$ cat config.mk
export PLATFORM = sky130hd
export DESIGN_NAME = bsg_counter_multi_updown_step
export DESIGN_NICKNAME = d
export VERILOG_FILES = /design/src/rtl/bsg_counter_pkg.sv /design/src/rtl/bsg_counter_updown_step_chan.sv /design/src/rtl/bsg_counter_multi_updown_step.sv
export SDC_FILE = /design/constraint.sdc
export NUM_CORES = 1
export LEC_CHECK = 0
export CAP_MARGIN = 5
export CELL_PAD_IN_SITES_DETAIL_PLACEMENT = 0
export CELL_PAD_IN_SITES_GLOBAL_PLACEMENT = 1
export CORE_MARGIN = 2
export CORE_UTILIZATION = 42
export DETAILED_ROUTE_END_ITERATION = 16
export PLACE_DENSITY_LB_ADDON = 0.1
export SKIP_LAST_GASP = 1
export SLEW_MARGIN = 10
export SYNTH_ARGS = -nofsm -noshare
export SYNTH_HDL_FRONTEND = slang
export SYNTH_HIERARCHICAL = 1
export SYNTH_SLANG_ARGS = --single-unit
$ cat constraint.sdc
create_clock -name clk_i -period 4.98 [get_ports clk_i]
set_input_delay 0.498 -clock clk_i [delete_from_list [all_inputs] [get_ports clk_i]]
set_output_delay 0.498 -clock clk_i [all_outputs]
set_load 0.02 [all_outputs]
$ cat src/rtl/bsg_counter_pkg.sv
// Shared types and helpers for the step up/down counter bank.
//   bsg_cnt_op_e      : per-channel operation selected for the current cycle
//   bsg_cnt_op_decode : priority decode set > (up xor down, nonzero step) > hold
package bsg_counter_pkg;

  typedef enum logic [1:0] {
    e_cnt_hold,
    e_cnt_set,
    e_cnt_up,
    e_cnt_down
  } bsg_cnt_op_e;

  // A zero step or conflicting up/down requests collapse to hold.
  function automatic bsg_cnt_op_e bsg_cnt_op_decode(input logic set,
                                                    input logic up,
                                                    input logic down,
                                                    input logic step_nz);
    bsg_cnt_op_e op;
    op = e_cnt_hold;
    if (set) begin
      op = e_cnt_set;
    end else if (step_nz && (up ^ down)) begin
      op = up ? e_cnt_up : e_cnt_down;
    end
    return op;
  endfunction

endpackage

$ cat src/rtl/bsg_counter_updown_step_chan.sv
// One counter channel: op decode, next-value arithmetic, count and limit flops.
// Ports:
//   clk_i, reset_n_i : clock, async active-low reset
//   set_i, set_val_i : synchronous load (clamped to max_val_p)
//   up_i, down_i     : step request direction
//   step_i           : step magnitude
//   count_o          : registered count
//   at_zero_o        : combinational count == 0
//   at_max_o         : combinational count == max_val_p
//   limit_o          : registered pulse, last update wrapped/saturated/clamped
module bsg_counter_updown_step_chan
  import bsg_counter_pkg::*;
#(
  parameter int unsigned width_p      = 8,
  parameter int unsigned step_width_p = 4,
  parameter int unsigned max_val_p    = 255,
  parameter int unsigned saturate_p   = 0,
  parameter int unsigned reset_val_p  = 0
) (
  input  logic                    clk_i,
  input  logic                    reset_n_i,
  input  logic                    set_i,
  input  logic [width_p-1:0]      set_val_i,
  input  logic                    up_i,
  input  logic                    down_i,
  input  logic [step_width_p-1:0] step_i,
  output logic [width_p-1:0]      count_o,
  output logic                    at_zero_o,
  output logic                    at_max_o,
  output logic                    limit_o
);

  // One extra bit holds count+step and count+range without overflow.
  localparam int unsigned ew_lp = width_p + 1;
  localparam logic [ew_lp-1:0]   max_e_lp   = ew_lp'(max_val_p);
  localparam logic [ew_lp-1:0]   range_e_lp = ew_lp'(max_val_p) + ew_lp'(1);
  localparam logic [width_p-1:0] max_w_lp   = width_p'(max_val_p);
  localparam logic [width_p-1:0] reset_w_lp = width_p'(reset_val_p);

  logic [width_p-1:0] count_r, count_n;
  logic               limit_r, limit_n;
  bsg_cnt_op_e        op;
  logic [ew_lp-1:0]   cnt_e, step_e, set_e, sum_e;

  assign cnt_e  = {1'b0, count_r};
  assign step_e = ew_lp'(step_i);
  assign set_e  = {1'b0, set_val_i};
  assign sum_e  = cnt_e + step_e;

  // Next-state arithmetic for the selected operation.
  always_comb begin
    count_n = count_r;
    limit_n = 1'b0;
    op      = bsg_cnt_op_decode(set_i, up_i, down_i, |step_i);
    case (op)
      e_cnt_set: begin
        if (set_e > max_e_lp) begin
          count_n = max_w_lp;
          limit_n = 1'b1;
        end else begin
          count_n = set_val_i;
        end
      end
      e_cnt_up: begin
        if (sum_e > max_e_lp) begin
          limit_n = 1'b1;
          count_n = (saturate_p != 0) ? max_w_lp : width_p'(sum_e - range_e_lp);
        end else begin
          count_n = width_p'(sum_e);
        end
      end
      e_cnt_down: begin
        if (step_e > cnt_e) begin
          limit_n = 1'b1;
          count_n = (saturate_p != 0) ? '0 : width_p'(cnt_e + range_e_lp - step_e);
        end else begin
          count_n = width_p'(cnt_e - step_e);
        end
      end
      default: begin
        count_n = count_r;
        limit_n = 1'b0;
      end
    endcase
  end

  // Count and limit-pulse registers.
  always_ff @(posedge clk_i or negedge reset_n_i) begin
    if (!reset_n_i) begin
      count_r <= reset_w_lp;
      limit_r <= 1'b0;
    end else begin
      count_r <= count_n;
      limit_r <= limit_n;
    end
  end

  assign count_o   = count_r;
  assign limit_o   = limit_r;
  assign at_zero_o = (count_r == '0);
  assign at_max_o  = (count_r == max_w_lp);

endmodule

$ cat src/rtl/bsg_counter_multi_updown_step.sv
// Bank of els_p independent up/down counters with variable step, wrap or
// saturate at max_val_p, clamped load, and registered limit-event pulses.
// Ports:
//   clk_i, reset_n_i : clock, async active-low reset
//   set_i/set_val_i  : per-channel load strobe and packed load values
//   up_i/down_i      : per-channel direction requests
//   step_i           : step magnitude shared by all channels
//   count_o          : packed registered counts (channel i = [i*width_p +: width_p])
//   at_zero_o/at_max_o : combinational terminal-value flags
//   limit_o          : registered per-channel wrap/saturate/clamp pulse
module bsg_counter_multi_updown_step #(
  parameter int unsigned els_p        = 4,
  parameter int unsigned width_p      = 8,
  parameter int unsigned step_width_p = 4,
  parameter int unsigned max_val_p    = (1 << width_p) - 1,
  parameter int unsigned saturate_p   = 0,
  parameter int unsigned reset_val_p  = 0
) (
  input  logic                       clk_i,
  input  logic                       reset_n_i,
  input  logic [els_p-1:0]           set_i,
  input  logic [els_p*width_p-1:0]   set_val_i,
  input  logic [els_p-1:0]           up_i,
  input  logic [els_p-1:0]           down_i,
  input  logic [step_width_p-1:0]    step_i,
  output logic [els_p*width_p-1:0]   count_o,
  output logic [els_p-1:0]           at_zero_o,
  output logic [els_p-1:0]           at_max_o,
  output logic [els_p-1:0]           limit_o
);

  // Parameter legality; a single wrap correction relies on the step bound.
  if (els_p < 1) begin : g_bad_els
    $error("els_p must be at least 1");
  end
  if (width_p < 1) begin : g_bad_width
    $error("width_p must be at least 1");
  end
  if (step_width_p > width_p) begin : g_bad_step_width
    $error("step_width_p must not exceed width_p");
  end
  if (reset_val_p > max_val_p) begin : g_bad_reset_val
    $error("reset_val_p must not exceed max_val_p");
  end
  if (64'(max_val_p) >= (64'(1) << width_p)) begin : g_bad_max_val
    $error("max_val_p must fit in width_p bits");
  end
  if (((64'(1) << step_width_p) - 64'(1)) > (64'(max_val_p) + 64'(1))) begin : g_bad_step_range
    $error("largest step must not exceed max_val_p+1");
  end

  // One channel instance per counter; ports are sliced from the packed buses.
  for (genvar i = 0; i < int'(els_p); i++) begin : g_chan
    bsg_counter_updown_step_chan #(
      .width_p      (width_p),
      .step_width_p (step_width_p),
      .max_val_p    (max_val_p),
      .saturate_p   (saturate_p),
      .reset_val_p  (reset_val_p)
    ) u_chan (
      .clk_i     (clk_i),
      .reset_n_i (reset_n_i),
      .set_i     (set_i[i]),
      .set_val_i (set_val_i[i*width_p +: width_p]),
      .up_i      (up_i[i]),
      .down_i    (down_i[i]),
      .step_i    (step_i),
      .count_o   (count_o[i*width_p +: width_p]),
      .at_zero_o (at_zero_o[i]),
      .at_max_o  (at_max_o[i]),
      .limit_o   (limit_o[i])
    );
  end

endmodule

==> Word level (Yosys, flattened, before mapping) <==
Index checks and enable logic that the tools add are counted.
{ "totals": {"register_bits": 36, "input_bits": 50} }
{ "classes": {"add_sub_neg": 20, "n_lt_le_gt_ge": 12, "eq_ne": 16, "muxes": 44, "n_bitwise": 4, "n_reduce_logical": 13} }
{ "ops": {"columns": ["op", "count"], "rows": [
  ["two-way mux 8 bit", 12],
  ["case mux 8 bit (3 select lines)", 4],
  ["subtractor 8 x 4 -> 8 bit", 8],
  ["adder 8 x 4 -> 9 bit", 4],
  ["> comparator 9 x 8 -> 1 bit, second input constant", 4],
  ["adder 8 x 1 -> 8 bit, second input constant", 4],
  ["equality test 8 bit, second input constant", 4],
  ["> comparator 4 x 8 -> 1 bit", 4],
  ["> comparator 8 bit, second input constant", 4],
  ["zero test 8 bit", 4],
  ["subtractor 8 x 1 -> 8 bit, second input constant", 4],
  ["equality test 2 bit, second input constant", 8],
  ["two-way mux 1 bit", 16],
  ["two-way mux 2 bit", 8],
  ["case mux 1 bit (3 select lines)", 4],
  ["nonzero test 3 bit", 4],
  ["equality test 2 x 1 -> 1 bit, second input constant", 4],
  ["logical AND 1 bit", 4],
  ["OR reduction 4 bit", 1],
  ["XOR 1 bit", 4]
]} }

==> Logic depth before layout (Yosys ltp) <==
Gate-level depths: netlist (run 1).
{ "depth": {"ltp_word": 6, "ltp_mapped": 9} }

==> Modules after synthesis <==
The synthesis (run 1) kept the hierarchy.
{ "modules_own_cells": {"columns": ["module", "instances", "cells_each", "area_per_inst_um2"], "rows": [
  ["bsg_counter_updown_step_chan at g_chan[0].u_chan ...", 2, 134, 1112.3],
  ["bsg_counter_updown_step_chan at g_chan[3].u_chan", 1, 150, 1134.8],
  ["bsg_counter_updown_step_chan at g_chan[2].u_chan", 1, 140, 1112.3]
]} }

==> Worst setup path after synthesis (run 1) <==
Ideal clock, no wire load.
{ "synth_timing": {"path_type": "register -> register", "start": "register g_chan[0].u_chan.count_r[0]", "end": "register g_chan[0].u_chan.count_r[6]", "arrival_time_ps": 2170, "path_slack_ps": 2686, "path_stages_with_launch": 10, "path_buffers": 0, "synth_period_minus_slack_ps": 2294, "cell_sequence": "dfrtp_1 -> inv_1 -> ha_1 -> inv_1 -> fa_1 -> a21o_1 -> a2111oi_2 -> xnor2_1 -> o22ai_1 -> o31a_1"} }
{ "synth_between": {"elab_chain_len": 4, "elab_cells_between_ends": 10} }
{ "synth_lines": {"columns": ["item", "line", "rtl"], "rows": [
  ["from (decl)", "bsg_counter_updown_step_chan.sv:40", "logic [width_p-1:0] count_r, count_n;"],
  ["from (signal assigned)", "bsg_counter_updown_step_chan.sv:90", "count_r <= reset_w_lp;"],
  ["from (signal assigned)", "bsg_counter_updown_step_chan.sv:93", "count_r <= count_n;"],
  ["adder 8 x 1 -> 8 bit / adder 8 x 4 -> 9 bit (equally long branches)", "bsg_counter_updown_step_chan.sv:75, bsg_counter_updown_step_chan.sv:48", null],
  ["subtractor 8 x 4 -> 8 bit, or another cell as far along", "bsg_counter_updown_step_chan.sv:75", "count_n = (saturate_p != 0) ? '0 : width_p'(cnt_e + range_e_lp - step_e);"],
  ["two-way mux 8 bit (on tied branches)", "bsg_counter_updown_step_chan.sv:73, bsg_counter_updown_step_chan.sv:65", null],
  ["case mux 8 bit (3 select lines) (*)", "bsg_counter_updown_step_chan.sv:55", "case (op)"]
]} }
Mark *: on every way between the ends. The rest lies on a longest branch, timed or not.
A chain may end at the register's enable or synchronous reset.

==> Worst setup path in the final report (run 1) <==
{ "layout_timing": {"start": "input port step_i[0]", "end": "register g_chan[1].u_chan.count_r[6]"} }
{ "layout_between": {"elab_chain_len": 6, "elab_cells_between_ends": 17} }
{ "layout_lines": {"columns": ["item", "line", "rtl"], "rows": [
  ["from (decl)", "bsg_counter_multi_updown_step.sv:25", "input logic [step_width_p-1:0] step_i,"],
  ["branches (longest 6 deep; another with adder 8 x 4 -> 9 bit)", null, null],
  ["to (signal assigned)", "bsg_counter_updown_step_chan.sv:90", null],
  ["to (signal assigned)", "bsg_counter_updown_step_chan.sv:93", null],
  ["to (decl)", "bsg_counter_updown_step_chan.sv:40", null]
]} }
Several ways; the timed one is not identified.

==> metrics.txt, run 1 <==
result of the run complete, no violations; Finished Core Util 53.3%; number of buffers added on ports 93; largest cells by area after synthesis sky130_fd_sc_hd__dfrtp_1, sky130_fd_sc_hd__ha_1, sky130_fd_sc_hd__a21oi_1; post-synth cell types 75; dominant combinational cell family by area after synthesis compound AO/OA/AOI/OAI gates; list of most frequent post-synthesis cells sky130_fd_sc_hd__inv_1, sky130_fd_sc_hd__a21oi_1, sky130_fd_sc_hd__dfrtp_1; top flip-flop cell by instance count after synthesis sky130_fd_sc_hd__dfrtp_1; Routed Antenna Nets 0; final period utilization 63.3%; clock input transition at the sequential cells of the worst setup and hold paths 0.09 ns; average size of a mapped cell 8.01 µm²; minimum setup slack after placement 1.52 ns; slack of the critical path 1.83 ns; Clock Sink Count 36; DIE HEIGHT 107 µm; Worst Skew 0.00565 ns; post-synthesis share of cell area spent on xor and xnor gates 2.74%; Antenna Diode Count 0; total grt overflow 0; Final Net Count 717; Post-CTS Setup Bufs 0; compound-gate portion of the synthesized area 31.9%; routed vias 4,561; Final Total Pwr 1.32 mW; Rel. slew slack 36.3%; series of cell instances along the critical path clkdlybuf4s50_1, ha_1, inv_1, fa_1, a21o_1, a2111oi_2, xnor2_1, o22ai_1, o31a_1; Crit path arrival time 3.34 ns; Mapped Cells 558; endpoints failing hold 0; I/O pin total 94; Die X 107 µm; post-synthesis mux area share 1.12%; leakage power 2.20 nW; maximum achievable frequency 317 MHz; synthesized-area fraction occupied by adder cells 12.5%; first-pass iteration count of the detailed router 5; Core Rows 37; later-pin clock latency in the skew report 0.30 ns; area of placed instances 5410 µm²; number of antenna violations at the first check in global routing 0; max-slew violation count 0; CP max stage cell sky130_fd_sc_hd__clkdlybuf4s50_1; post-route cell area 5500 µm²; Synthesized Nets 648; Core Area 10,300 µm²; largest net degree at the start of global routing 37; final sum of negative setup slack 0 ns; Hold Buf Count CTS 0; wire length after detailed routing 13,000 µm; area fraction of the dominant cell type after synthesis 20.1%; number of flip-flops and latches in the synthesized netlist 36; Setup violations, final 0; endpoint type of the worst setup path flip-flop; setup repair after global routing missed its margin no; global-route total usage across every layer 22.5%; drc violations 0; Fillers 967; routed vias/inst 5.97; minimum period implied by the final worst setup slack 3.15 ns; stage delay of the slowest cell on the critical path 0.95 ns; most numerous cell in the Yosys netlist sky130_fd_sc_hd__inv_1; classification of the worst-slack hold path in2async; post-cts sizing count 0; Synth-to-Final Area Change 23.1%; portion of the post-synthesis area used by sequential elements 20.1%; worst vdd rail ir drop 107 µV; EDFF count, synth 0; share of final-layout standard cells stronger than drive strength 1 6.37%; required time of the worst setup path 5.17 ns; vias in the first global route 4,172; maximum net fanout on the critical path 16; WL/cell 17.0 µm; CP startpoint kind input port; TritonCTS Buffers 5; Power Dens Cells 240 nW/µm²; initial cell density of the core 43.3%; netlist area before placement 4470 µm²; TritonCTS clock tree done; worst setup path category in2reg; Die Outline Area 11,500 µm²; Final Wtd Congestion 0.899; final HPWL from detailed placement 9620 µm; wire length of the first global-routing pass 21,000 µm; Longest Clk Path Bufs 2; DRC marker count from the first detailed-route iteration 256; setup slack on the worst flop-to-flop path 2.57 ns; slew at the pin closest to its max-slew limit 0.956 ns; Max-cap violations 0; simple-gate share of the synthesized area 23.6%; number of synthesis warnings 6; cell taking the most area after synthesis sky130_fd_sc_hd__dfrtp_1; share of synthesized flip-flops with an asynchronous set or reset 100%; Clk Tree Root Cell sky130_fd_sc_hd__clkbuf_8; depth of the worst register-to-register path 9; count of H-tree levels built during CTS 2
[worst paths after layout]
kind	startpoint	end
min in group clk_i	g_chan[2].u_chan/count_o[6]	g_chan[2].u_chan/count_o[6]
max	step_i[0]	g_chan[1].u_chan/count_o[6]
min reg2reg	g_chan[2].u_chan/count_o[6]	g_chan[2].u_chan/count_o[6]
min	reset_n_i	g_chan[2].u_chan/count_o[7]
max in group asynchronous	reset_n_i	g_chan[3].u_chan/count_o[1]
max reg2reg	g_chan[1].u_chan/count_o[0]	g_chan[1].u_chan/count_o[6]
[critical path: cells and delay by family]
family / cells / cell delay, ns
buffers and inverters: 2 / 1.01
xor gates and xnor gates: 1 / 0.16
AOI/OAI and AO/OA: 4 / 0.96
adders and majority gates: 2 / 0.70
[logic make-up after synthesis]
family          count (synthesis)
fa+ha+maj                      40
mux                             5
compound gates                200
xor+xnor                       14
flops                          36
buf+inv                        83
simple gates                  180
[power breakdown]
group / leakage, nW / internal [mW] / total, mW / switching, mW
combinational: 1.72 / 0.307 / 0.664 / 0.357
sequential: 0.430 / 0.328 / 0.416 / 0.0885
clock: 0.0510 / 0.111 / 0.239 / 0.128
[state kept, by name, summed over array words and instances, names as in the netlist]
name,count
g_chan.u_chan/count_o,32
g_chan.u_chan/limit_o,4
[routing by layer]
layer | wire length, µm | share of wire (%) | global-route usage (%) | vias to the layer above
met4 | 151 | 1.2 | 4.45 | 0
met2 | 6180 | 47 | 36.9 | 151
met3 | 700 | 5.4 | 3.16 | 12
li1 | - | - | - | 2222
met1 | 5990 | 46 | 31.4 | 2176
met5 | 0 | 0 | 0 | -
[stage by stage]
stage	cells	hold WS [ns]
global placement	756	0.576
global route	764	0.417
CTS	764	0.374
detailed placement	756	0.584
finish	764	0.342
floorplan	558	0.202
[area by class of cell]
| class | count | area [µm²] | area share, % |
|---|---|---|---|
| clock buffers | 6 | 82.6 | 1.50 |
| clock inverters | 2 | 10.0 | 0.182 |
| inverters | 51 | 191 | 3.48 |
| multi-input cells | 439 | 3210 | 58.4 |
| flip-flops and latches | 36 | 901 | 16.4 |
| well taps | 136 | 170 | 3.09 |
| repair buffers | 94 | 933 | 17.0 |
[layout by cell type, fill, tap and decap left out, types with 11 or more instances in the layout]
| master | n |
|---|---|
| sky130_fd_sc_hd__a21oi_1 | 42 |
| sky130_fd_sc_hd__clkdlybuf4s50_1 | 92 |
| sky130_fd_sc_hd__dfrtp_1 | 36 |
| sky130_fd_sc_hd__ha_1 | 32 |
| sky130_fd_sc_hd__inv_1 | 49 |
| sky130_fd_sc_hd__nand2_1 | 35 |
| sky130_fd_sc_hd__nor2_1 | 31 |
| sky130_fd_sc_hd__nor2b_1 | 16 |
| sky130_fd_sc_hd__nor3_1 | 17 |
| sky130_fd_sc_hd__o21a_1 | 11 |
| sky130_fd_sc_hd__o21ai_0 | 23 |
| sky130_fd_sc_hd__o21ai_1 | 15 |
| sky130_fd_sc_hd__xnor2_1 | 11 |
Note: power is estimated with default switching activity, not from simulation.
==> run 2, diff against run 1 <==
--- a/config.mk
+++ b/config.mk
@@ -9,7 +9,7 @@
 export CELL_PAD_IN_SITES_DETAIL_PLACEMENT = 0
 export CELL_PAD_IN_SITES_GLOBAL_PLACEMENT = 1
 export CORE_MARGIN = 2
-export CORE_UTILIZATION = 42
+export CORE_UTILIZATION = 35
 export DETAILED_ROUTE_END_ITERATION = 16
 export PLACE_DENSITY_LB_ADDON = 0.1
 export SKIP_LAST_GASP = 1
==> constraint.sdc (replaced) <==
create_clock -name clk_i -period 2.7 [get_ports clk_i]
set_input_delay 0.27 -clock clk_i [delete_from_list [all_inputs] [get_ports clk_i]]
set_output_delay 0.27 -clock clk_i [all_outputs]
set_load 0.02 [all_outputs]
==> run 2 against run 1 <==
  * Die area up 19%
  * Flip-flop and latch count unchanged
  * Critical path depth up 1
  * Routed wire length up 7.9%
  * Sequential share of layout area down 1.3 points
  * Clock skew down 0.0032 ns
  * Register-to-register slack worse by 2.2 ns
  * Via count up 3.3%
  * Design area up 8.4%
  * Final cell count up 11%
  * Critical path type unchanged
  * Critical endpoint unchanged
==> metrics.txt, run 2 (same netlist as run 1, synthesis figures left out) <==
result of the run complete, no violations (unchanged); routed vias 4,713 (was 4,561); minimum period implied by the final worst setup slack 2.45 ns; largest net degree at the start of global routing 37 (unchanged); WL/cell 16.6 µm (was 17.0 µm); proportion of power drawn by combinational gates 49.6% (was 50.3%); Power Dens Cells 460 nW/µm² (was 240 nW/µm²); sequential cell fraction of total power 27.2% (was 31.6%); vias in the first global route 4,637 (was 4,172); classification of the worst-slack hold path in2async (unchanged); max-slew violation count 0 (unchanged); Finished Core Util 47.5% (was 53.3%); Post-CTS Setup Bufs 0 (unchanged); total grt overflow 0 (unchanged); Synth-to-Final Area Change 33.4% (was 23.1%); Crit path arrival time 2.63 ns (was 3.34 ns); slew at the pin closest to its max-slew limit 0.947 ns (was 0.956 ns); first-pass iteration count of the detailed router 5 (unchanged); net switching power figure 1.12 mW (was 0.573 mW); area occupied by multi-input gates 3210 µm² (unchanged); maximum net fanout on the critical path 9 (was 16); Die Outline Area 13,700 µm² (was 11,500 µm²); final sum of negative setup slack 0 ns (unchanged); Final Net Count 762 (was 717); count of H-tree levels built during CTS 2 (unchanged); initial cell density of the core 35.6% (was 43.3%); clock input transition at the sequential cells of the worst setup and hold paths 0.06 ns (was 0.09 ns); final period utilization 90.7%; worst vdd rail ir drop 262 µV (was 107 µV); Max-cap violations 0 (unchanged); Antenna Diode Count 0 (unchanged); Die X 117 µm (was 107 µm); Setup violations, final 0 (unchanged); Clk Tree Root Cell sky130_fd_sc_hd__clkbuf_16 (was sky130_fd_sc_hd__clkbuf_8); Final Total Pwr 2.75 mW (was 1.32 mW); number of buffers added on ports 93 (unchanged); CP max stage cell sky130_fd_sc_hd__clkdlybuf4s50_1 (unchanged); routed vias/inst 5.58 (was 5.97); Longest Clk Path Bufs 2 (unchanged); post-route cell area 5960 µm² (was 5500 µm²); TritonCTS Buffers 5 (unchanged); Final Wtd Congestion 0.854 (was 0.899); share of final-layout standard cells stronger than drive strength 1 12.3% (was 6.37%); wire length of the first global-routing pass 23,200 µm (was 21,000 µm); area of placed instances 5820 µm² (was 5410 µm²); fraction of power spent switching nets 40.8% (was 43.5%); number of antenna violations at the first check in global routing 0 (unchanged); worst setup path category in2reg (unchanged); Power Internal 1.63 mW (was 0.746 mW); Clock Sink Count 36 (unchanged); required time of the worst setup path 2.89 ns (was 5.17 ns); Fillers 1,247 (was 967); Largest register FFs 32 (unchanged); Core Area 12,600 µm² (was 10,300 µm²); area taken by flip-flops and latches 901 µm² (unchanged); Core Rows 41 (was 37); Hold Buf Count CTS 0 (unchanged); series of cell instances along the critical path clkdlybuf4s50_1, buf_4, ha_1, inv_1, fa_1, a21o_1, a2111oi_2, xnor2_1, o22ai_1, o31a_1 (was clkdlybuf4s50_1, ha_1, inv_1, fa_1, a21o_1, a2111oi_2, xnor2_1, o22ai_1, o31a_1); stage delay of the slowest cell on the critical path 0.47 ns (was 0.95 ns); maximum achievable frequency 408 MHz; endpoints failing hold 0 (unchanged); commonest non-fill, non-tap cell in the layout sky130_fd_sc_hd__clkdlybuf4s50_1 (unchanged); later-pin clock latency in the skew report 0.30 ns (about the same); DRC marker count from the first detailed-route iteration 234 (was 256); Routed Antenna Nets 0 (unchanged); I/O pin total 94 (unchanged); minimum setup slack after placement -0.0464 ns (was 1.52 ns); CP startpoint kind input port (unchanged); post-cts sizing count 0 (unchanged); wire length after detailed routing 14,000 µm (was 13,000 µm); clock power share 23.2% (was 18.1%); slack of the critical path 0.251 ns (was 1.83 ns); global-route total usage across every layer 21.4% (was 22.5%); DIE HEIGHT 117 µm (was 107 µm); final HPWL from detailed placement 10,400 µm (was 9620 µm); Worst Skew 0.00248 ns (was 0.00565 ns); TritonCTS clock tree done (unchanged); drc violations 0 (unchanged); leakage power 2.45 nW (was 2.20 nW); setup repair after global routing missed its margin no (unchanged); launching instance or port of the critical path step_i[0] (unchanged); Critical R2R Launch g_chan[2].u_chan/count_o[0] (was g_chan[1].u_chan/count_o[0]); endpoint type of the worst setup path flip-flop (unchanged); most frequent cells in the layout sky130_fd_sc_hd__clkdlybuf4s50_1, sky130_fd_sc_hd__inv_1, sky130_fd_sc_hd__buf_4 (was sky130_fd_sc_hd__clkdlybuf4s50_1, sky130_fd_sc_hd__inv_1, sky130_fd_sc_hd__a21oi_1); Rel. slew slack 36.9% (was 36.3%)
-- run 2: power groups by stage --
stage / Combinational, mW / Clock [mW] / Sequential [mW]
2_1_floorplan: 0.784 / 0 / 0.786
3_3_place_gp: 1.34 / 0 / 0.754
3_5_place_dp: 1.35 / 0 / 0.756
4_1_cts: 1.36 / 0.666 / 0.746
5_1_grt: 1.50 / 0.680 / 0.764
6_report: 1.36 / 0.636 / 0.747
-- run 2: layout make-up --
type	instances	share of cell area (%)
Timing Repair Buffer	139	21.7
Inverter	51	3.21
Clock buffer	8	2.45
Sequential cell	36	15.1
Multi-Input combinational cell	439	53.9
Tap cell	172	3.61
-- run 2: routing by layer --
layer  global-route usage (%)  wire length (µm)  vias up
met1                     30.4              6800     2264
met2                     33.4              6320      131
met3                     3.96               745       12
met4                     6.04               187        0
li1                         -                 -     2306
met5                        0                 0        -
-- run 2: worst paths after layout --
check                                               to  slack [ns]  cells after the start
setup / recovery           g_chan[1].u_chan/count_o[6]        0.25                     10
hold / removal                g_chan[1].u_chan/limit_o        0.12                      1
setup reg to reg           g_chan[2].u_chan/count_o[4]        0.41                      8
hold reg to reg            g_chan[2].u_chan/count_o[6]        0.62                      2
max in group asynchronous  g_chan[0].u_chan/count_o[2]        1.99                      1
min in group clk_i         g_chan[3].u_chan/count_o[4]        0.50                      3
-- run 2: critical path, delay by kind of cell --
kind	cells	cell delay (ns)
buffers and inverters	3	0.71
xor gates and xnor gates	1	0.16
AOI/OAI and AO/OA	4	0.91
adders and majority gates	2	0.60
-- run 2: through the flow --
stage / std cells / hold WS [ns]
after floorplan: 558 / -0.0256
after global placement: 837 / 0.477
after detailed placement: 837 / 0.481
after CTS: 845 / 0.151
after global routing: 845 / 0.181
final: 845 / 0.119
